--- config.mk ---
export PLATFORM = sky130hd
export DESIGN_NAME = mem_arbiter
export DESIGN_NICKNAME = d
export VERILOG_FILES = /design/src/rtl/mem_arbiter_pkg.sv /design/src/rtl/mem_timeout_counter.sv /design/src/rtl/mem_arbiter.sv
export SDC_FILE = /design/constraint.sdc
export NUM_CORES = 1
export LEC_CHECK = 0
export CAP_MARGIN = 20
export CORE_UTILIZATION = 45
export DETAILED_ROUTE_END_ITERATION = 10
export PLACE_DENSITY = 0.75
export SYNTH_ARGS = -nofsm -noshare
export SYNTH_HDL_FRONTEND = slang
export SYNTH_SLANG_ARGS = --single-unit
--- constraint.sdc ---
create_clock -name Clk -period 1.7 [get_ports Clk]
set_clock_uncertainty 0.05 [all_clocks]
set_input_delay 0.34 -clock Clk [delete_from_list [all_inputs] [get_ports Clk]]
set_output_delay 0.34 -clock Clk [all_outputs]
set_load 0.005 [all_outputs]
--- src/rtl/mem_arbiter_pkg.sv ---
// Shared definitions for the memory arbiter and the datapath it steers:
// FSM state encoding, timeout default and the mux/direction encodings.
package mem_arbiter_pkg;

    typedef enum logic [2:0] {
        StIdle   = 3'd0,
        StAddr   = 3'd1,
        StStrobe = 3'd2,
        StDone   = 3'd3,
        StErr    = 3'd4
    } state_e;

    localparam int unsigned TimeoutDefault = 15;
    localparam int unsigned TimeoutWidth   = 4;

    // Memory direction on RW
    localparam logic RwRead  = 1'b1;
    localparam logic RwWrite = 1'b0;

    // MAR mux: program counter or ALU result
    localparam logic MarSelPc  = 1'b0;
    localparam logic MarSelAlu = 1'b1;

    // MDR mux: ALU result or memory DataOut
    localparam logic MdrSelAlu = 1'b0;
    localparam logic MdrSelMem = 1'b1;

endpackage

--- src/rtl/mem_timeout_counter.sv ---
// Counts STROBE cycles without MOC. tc_o flags the enabled cycle in which the
// count reaches Terminal, so the owner can leave on that same edge.
module mem_timeout_counter
    import mem_arbiter_pkg::*;
#(
    parameter int unsigned Terminal = TimeoutDefault
) (
    input  logic Clk,
    input  logic Clr,
    input  logic clr_i,
    input  logic en_i,
    output logic tc_o
);

    localparam logic [TimeoutWidth-1:0] LastBeforeTc = TimeoutWidth'(Terminal - 1);

    logic [TimeoutWidth-1:0] count_q, count_d;

    // Next count: synchronous clear has priority over increment
    always_comb begin
        count_d = count_q;
        if (clr_i) begin
            count_d = '0;
        end else if (en_i) begin
            count_d = count_q + TimeoutWidth'(1);
        end
        tc_o = en_i && (count_q == LastBeforeTc);
    end

    // Count register with asynchronous clear
    always_ff @(posedge Clk or posedge Clr) begin
        if (Clr) begin
            count_q <= '0;
        end else begin
            count_q <= count_d;
        end
    end

endmodule

--- src/rtl/mem_arbiter.sv ---
// Round-robin arbiter between instruction fetch and data load/store for a
// single RAM port. Sequences MAR/MDR/IR loads, the MOV strobe and the ACKs,
// and traps into a sticky error state when MOC never returns.
module mem_arbiter
    import mem_arbiter_pkg::*;
#(
    parameter int unsigned TIMEOUT = TimeoutDefault
) (
    input  logic Clk,
    input  logic Clr,
    input  logic if_req,
    output logic if_ack,
    input  logic ds_req,
    input  logic ds_we,
    output logic ds_ack,
    output logic mar_sel,
    output logic MAR_Ld,
    output logic MDR_Ld,
    output logic IR_Ld,
    output logic mdr_sel,
    output logic MOV,
    output logic RW,
    input  logic MOC,
    output logic busy,
    output logic timeout_err
);

    state_e state_q, state_d;
    logic   gnt_data_q, gnt_data_d;
    logic   we_q, we_d;
    logic   last_data_q, last_data_d;
    logic   pick_data;
    logic   is_store;
    logic   tmo_tc;

    // Data wins unless fetch is also pending and data had the last grant
    assign pick_data = ds_req && (!if_req || !last_data_q);
    assign is_store  = gnt_data_q && we_q;

    mem_timeout_counter #(
        .Terminal (TIMEOUT)
    ) u_timeout (
        .Clk   (Clk),
        .Clr   (Clr),
        .clr_i (state_q == StAddr),
        .en_i  ((state_q == StStrobe) && !MOC),
        .tc_o  (tmo_tc)
    );

    // Next-state and grant bookkeeping
    always_comb begin
        state_d     = state_q;
        gnt_data_d  = gnt_data_q;
        we_d        = we_q;
        last_data_d = last_data_q;
        unique case (state_q)
            StIdle: begin
                if (if_req || ds_req) begin
                    gnt_data_d  = pick_data;
                    we_d        = pick_data && ds_we;
                    last_data_d = pick_data;
                    state_d     = StAddr;
                end
            end
            StAddr:   state_d = StStrobe;
            StStrobe: begin
                // Completion beats timeout when both land in the same cycle
                if (MOC) begin
                    state_d = StDone;
                end else if (tmo_tc) begin
                    state_d = StErr;
                end
            end
            StDone:   state_d = StIdle;
            StErr:    state_d = StErr;
            default:  state_d = StIdle;
        endcase
    end

    // Output decode; only the completion loads look at MOC
    always_comb begin
        if_ack      = 1'b0;
        ds_ack      = 1'b0;
        mar_sel     = MarSelPc;
        MAR_Ld      = 1'b0;
        MDR_Ld      = 1'b0;
        IR_Ld       = 1'b0;
        mdr_sel     = MdrSelAlu;
        MOV         = 1'b0;
        RW          = RwWrite;
        busy        = (state_q != StIdle);
        timeout_err = 1'b0;
        unique case (state_q)
            StIdle: ;
            StAddr: begin
                MAR_Ld  = 1'b1;
                mar_sel = gnt_data_q ? MarSelAlu : MarSelPc;
                if (is_store) begin
                    MDR_Ld  = 1'b1;
                    mdr_sel = MdrSelAlu;
                end
            end
            StStrobe: begin
                MOV = 1'b1;
                RW  = is_store ? RwWrite : RwRead;
                if (MOC) begin
                    if (!gnt_data_q) begin
                        IR_Ld = 1'b1;
                    end else if (!we_q) begin
                        MDR_Ld  = 1'b1;
                        mdr_sel = MdrSelMem;
                    end
                end
            end
            StDone: begin
                ds_ack = gnt_data_q;
                if_ack = !gnt_data_q;
            end
            StErr:   timeout_err = 1'b1;
            default: ;
        endcase
    end

    // State and grant registers; last grant resets to data so fetch wins first
    always_ff @(posedge Clk or posedge Clr) begin
        if (Clr) begin
            state_q     <= StIdle;
            gnt_data_q  <= 1'b0;
            we_q        <= 1'b0;
            last_data_q <= 1'b1;
        end else begin
            state_q     <= state_d;
            gnt_data_q  <= gnt_data_d;
            we_q        <= we_d;
            last_data_q <= last_data_d;
        end
    end

endmodule

==> reports/results.tsv, run 1 <==
stage	metric	value	unit
timing	slew_headroom	72.63	%
clock_network	cts_buffers	3	
synth	syn_area	594.3	um2
clock_network	clock-sinks	10	
drt	vias	581	
synth	ys.flop_type	dfrtp_1	
status	violations	negative setup slack	
floorplan	chipWidth	38.34	um
floorplan	ios	17	
drt	ant_nets	0	
global_routing	grt.total_usage	25.37	%
synth	synthAdderAreaFrac	4.211	%
synth	synth_simple_gate_area_share	30.95	%
synth	synth_nets	70	
pwr	p_per_area	1577	mW/mm2
setup_path	setup.worst_path.class	reg2out	
drt	route.detailed.drc	0	
timing	finalHoldViolCount	0	
clock_network	cts_max_path_buffers	2	
clock_network	cts_tree	built	
setup_path	worst_setup_path_start_kind	flop	
clock_network	clock_latency	270	ps
place	dp.cells	102	
timing	rsz0062_at_grt	true	
drt	wl_per_cell	14.24	um
synth	synth_compound_area_share	11.16	%
synth	synth-xor-area-share	1.474	%
status	status	finished, violations left	
timing	setup_viol_count_final	5	
synth	synth-edff-count	0	
cells_and_area	area_growth	56.63	%
cells_and_area	nets	106	
floorplan	fp.dieH	38.34	um
timing	hold_slack	299.4	ps
cells_and_area	drive_gt1_share	43.30	%
setup_path	critPathSlowestCell	or3b_4	
synth	ys_warn_count	0	
setup_path	critPathBufInv	3	
synth	synth_area_per_cell	9.586	um2
setup_path	critPathMostFrequentCell	buf_6	
floorplan	fp.coreArea	0.001171	mm2
synth	synth_top_area_share	37.89	%
drt	drt_wl_total	1.581	mm
synth	synthCells	62	
setup_path	cp.required	1310	ps
place	placed_cell_area	849.6	um2
cells_and_area	final_cell_area	930.9	um2
pwr	p_leak	0.5000	nW
synth	synth_top_family_by_area	simple AND/OR/NAND/NOR gates	
place	dp_hpwl	1.073	mm
synth	yosys_register_bits	10	
timing	period_needed	1839	ps
setup_path	worstPathCellList	or3b_4 -> clkinv_4 -> buf_6 -> and2_4 -> buf_6	
global_routing	grt_max_degree	11	
clock_network	cts_root_buf	clkbuf_4	
run	drv_cap	0	
synth	synth.top_cells.by_area	dfrtp_1 (38%), mux2i_1 (5.1%), nand2_1 (5.1%), dfstp_2 (4.4%), ha_1 (4.2%)	
clock_network	h-tree-depth	1	
timing	tightest_slew	410.1	ps
cells_and_area	final_util	79.49	%
floorplan	rows	12	
drt	viasPerCell	5.234	
place	place_congestion	0.6733	
global_routing	grt_pass1_vias	555	
timing	timing.final.crit_share	108.2	%
synth	yosysTopAreaCell	dfrtp_1	
synth	synthMuxAreaShare	5.053	%
cells_and_area	diodes	0	
drt	drt-pass1-iter-count	4	
synth	ys_types	31	
timing	drv_slew	0	
synth	seq_area_frac_synth	42.32	%
setup_path	path_max_fanout	4	
clock_network	path_clk_slew	70	ps
pwr	vdd_drop_max	929.5	uV
drt	drt_iter0_markers	10	
clock_network	postCtsHoldBufs	0	
synth	ys_async_sr_fraction	100.0	%
timing	setup-tns-final	-433.1	ps
setup_path	crit_path_end_kind	output port	
setup_path	crit_family	simple AND/OR/NAND/NOR gates	
timing	max_clock_freq	543.9	MHz
place	io_buffer_count	16	
setup_path	max_stage_delay	420	ps
global_routing	grt_first_pass_wirelength	2.421	mm
worst_hold_path	hold_class	in2async	
timing	layout_setup_ws	-138.7	ps
floorplan	die_area	0.001470	mm2
global_routing	antenna_found_initial	0	
cells_and_area	final_cell_count_no_fill	111	
setup_path	arrival	1450	ps
global_routing	overflow	0	
floorplan	floorplan.initialDensity	50.75	%
==> area by class of cell <==
type                    count  area [um2]
clock buffers               4       26.28
fillers                    79       240.2
inverters                   6       27.53
multi-input cells          45       345.3
flip-flops and latches     10       251.5
well taps                  14       17.52
repair buffers             32       262.8
==> metrics by stage <==
stage	total power, mW	setup WS (ps)
CTS	1.396	-166.1
global route	1.560	-188.3
detailed placement	1.159	-279.4
floorplan	0.7505	186.8
global placement	1.137	-236.6
finish	1.468	-138.7
==> layer usage <==
metal  routed length (um)  track usage (%)
met4                   16            13.79
met5                    0                0
met2                  802            39.83
met1                  708            30.88
met3                   53            7.558
==> worst reg2reg max path, delay by kind of cell, from the launching register on <==
| family | cells | cell delay, ps |
|---|---|---|
| AND/OR/NAND/NOR | 2 | 570 |
| buffers and inverters | 2 | 290 |
| multiplexers | 1 | 150 |
| flip-flops | 1 | 410 |
==> cells by family (layout without fill, tap and decap cells) <==
| kind of cell | count (synthesis) | after routing |
|---|---|---|
| compound gates | 10 | 10 |
| xor+xnor | 1 | 1 |
| fa+ha+maj | 2 | 2 |
| buf+inv | 7 | 42 |
| flops | 10 | 10 |
| mux | 3 | 3 |
| simple gates | 29 | 29 |
==> timing repair <==
item                                    CTS  global route
gates resized for setup                  31            17
endpoints found under the setup margin   11            11
setup buffers                             3             2
pin swaps                                 3             4
cloned                                    0             0
==> sequential cells by signal, summed over array words and instances (netlist names) <==
name,count
we_q,1
gnt_data_q,1
state_q,3
u_timeout.count_q,4
last_data_q,1
==> Yosys cell counts (2+ instances only) <==
cell      count
a21oi_1       3
and3_1        2
dfrtp_1       9
ha_1          2
inv_1         5
mux2i_1       3
nand2_1       8
nand2b_1      2
nor2_1        6
==> layout by cell type, fill, tap and decap left out, drive strengths merged, types with 2 or more instances in the layout <==
cell and instances:
buf 23, dfrtp 9, nand2 8, nor2 6, clkdlybuf4s50 5, inv 5, clkbuf 4, mux2i 3
a21oi 3, o21ai 3, and3 2, nand2b 2, ha 2, dlygate4sd2 2
==> power by group <==
group / total [mW] / internal (mW) / switching (mW)
Sequential: 0.408 / 0.322 / 0.0859
Clock: 0.179 / 0.0908 / 0.0882
Combinational: 0.881 / 0.495 / 0.386
Total: 1.47 / 0.907 / 0.560
==> worst paths after layout <==
kind	start	endpoint	slack [ps]	depth (start not counted)
max	state_q[0]	mar_sel	-140	5
min in group Clk	u_timeout.count_q[3]	u_timeout.count_q[3]	450	1
max reg2reg	state_q[0]	u_timeout.count_q[3]	130	5
min reg2reg	u_timeout.count_q[3]	u_timeout.count_q[3]	450	1
min	Clr	u_timeout.count_q[2]	300	2
max in group asynchronous	Clr	last_data_q	970	2
(Power assumes the default switching activity.)
==> inputs of run 2 (changes only) <==
--- a/config.mk
+++ b/config.mk
@@ -12,3 +12,4 @@
 export SYNTH_ARGS = -nofsm -noshare
 export SYNTH_HDL_FRONTEND = slang
 export SYNTH_SLANG_ARGS = --single-unit
+export TNS_END_PERCENT = 10
==> reports/results.tsv, run 2 (same netlist as run 1, synthesis figures left out) <==
stage	metric	value	unit
floorplan	ios	17	
global_routing	grt_max_degree	11	
clock_network	cts_tree	built	
place	place_congestion	0.6733	
place	dp.cells	102	
status	status	finished, violations left	
drt	vias	551	
place	pre_cts_slack	-279.4	ps
timing	period_needed	1795	ps
timing	slew_headroom	73.18	%
pwr	p_leak	0.4748	nW
timing	timing.final.crit_share	105.6	%
drt	viasPerCell	5.102	
global_routing	overflow	0	
timing	rsz0062_at_grt	true	
cells_and_area	regMostFlops	u_timeout.count_q	
timing	layout_setup_ws	-95.45	ps
global_routing	antenna_found_initial	0	
cells_and_area	final_common_cell	buf_4	
drt	drt_wl_total	1.511	mm
global_routing	grt_pass1_vias	549	
cells_and_area	area_growth	49.05	%
run	drv_cap	0	
cells_and_area	top_regs	u_timeout.count_q: 4 flops, state_q: 3 flops	
timing	hold_slack	306.5	ps
worst_hold_path	hold_class	in2async	
floorplan	fp.coreArea	0.001171	mm2
setup_path	setup.worst_path.class	reg2out	
drt	drt-pass1-iter-count	4	
cells_and_area	final_cell_area	885.9	um2
setup_path	arrival	1410	ps
clock_network	clock_latency	260	ps
setup_path	path_max_fanout	4	
floorplan	chipWidth	38.34	um
clock_network	clock-sinks	10	
timing	max_clock_freq	557.0	MHz
clock_network	cts_max_path_buffers	2	
clock_network	cts_root_buf	clkbuf_4	
floorplan	die_area	0.001470	mm2
clock_network	h-tree-depth	1	
place	io_buffer_count	16	
global_routing	grt_first_pass_wirelength	2.277	mm
drt	route.detailed.drc	0	
timing	drv_slew	0	
drt	wl_per_cell	13.99	um
clock_network	cts_buffers	3	
global_routing	grt.total_usage	23.28	%
cells_and_area	final_cell_count_no_fill	108	
drt	ant_nets	0	
floorplan	fp.dieH	38.34	um
cells_and_area	drive_gt1_share	40.43	%
pwr	p_per_area	1523	mW/mm2
floorplan	floorplan.initialDensity	50.75	%
pwr	power	1.349	mW
pwr	vdd_drop_max	783.7	uV
clock_network	path_clk_slew	70	ps
cells_and_area	diodes	0	
status	violations	negative setup slack	
floorplan	rows	12	
cells_and_area	nets	103	
cells_and_area	final_cell_mix	buf_4 (11), dfrtp_1 (9), buf_2 (7)	
setup_path	reg2reg_slack	120	ps
place	placed_cell_area	849.6	um2
timing	setup_viol_count_final	3	
setup_path	crit_path_end_kind	output port	
setup_path	worst_setup_path_start_kind	flop	
timing	finalHoldViolCount	0	
place	dp_hpwl	1.073	mm
setup_path	cp.required	1310	ps
drt	drt_iter0_markers	14	
cells_and_area	largest_register_ffs	4	
timing	tightest_slew	401.8	ps
run 2: cell types whose count changed in the layout (fill, tap and decap cells not counted), moves of 2 or more:
cell and change:
buf_4 -4, dlygate4sd2_1 -2, buf_2 +2, clkbuf_2 +2
run 2: report_power, final:
part	leakage (nW)	switching (mW)	internal [mW]	total (mW)
Combinational	0.332	0.355	0.412	0.768
Sequential	0.128	0.0887	0.322	0.411
Clock	0.0150	0.0806	0.0905	0.171
Total	0.475	0.524	0.825	1.35
run 2: metal layers:
metal / part of all wire, % / up-vias / global-route usage (%)
met3: 2.5 / 2 / 5.814
met2: 54 / 10 / 40.25
met4: 0.73 / 0 / 11.21
li1: - / 277 / -
met1: 43 / 262 / 26.47
met5: 0 / - / 0
run 2: cell type report:
type | instances | area [um2]
multi-input cells | 45 | 340.3
fillers | 92 | 285.3
flip-flops and latches | 10 | 251.5
repair buffers | 29 | 222.7
inverters | 6 | 27.53
clock buffers | 4 | 26.28
well taps | 14 | 17.52
run 2: path summary, 6_finish.rpt:
check | start | endpoint | cells past startpoint
setup / recovery | state_q[1] | MDR_Ld | 5
hold / removal | Clr | u_timeout.count_q[2] | 2
setup reg to reg | state_q[2] | u_timeout.count_q[3] | 5
hold reg to reg | u_timeout.count_q[3] | u_timeout.count_q[3] | 1
max in group asynchronous | Clr | last_data_q | 2
min in group Clk | u_timeout.count_q[3] | u_timeout.count_q[3] | 1
run 2: what timing repair did:
action                                  4_1_cts  5_1_grt
setup buffers                                 1        1
endpoints found under the setup margin       11       10
hold buffers                                  0        0
gates cloned                                  0        0
pin swaps                                     2        2
resized for setup                            28       19
run 2: worst max-delay path: stages (launching register included):
cell and delay [ps]:
dfrtp_1 390, or3b_4 420, clkinv_4 70, nand3_2 70
o21ai_2 60, buf_2 120
run 2: stage by stage:
stage               setup TNS, ps  util [%]
global route               -624.4     75.64
floorplan                       0         -
global placement            -1011     72.54
finish                     -226.8     75.64
detailed placement          -1226     72.54
CTS                        -777.1     76.28
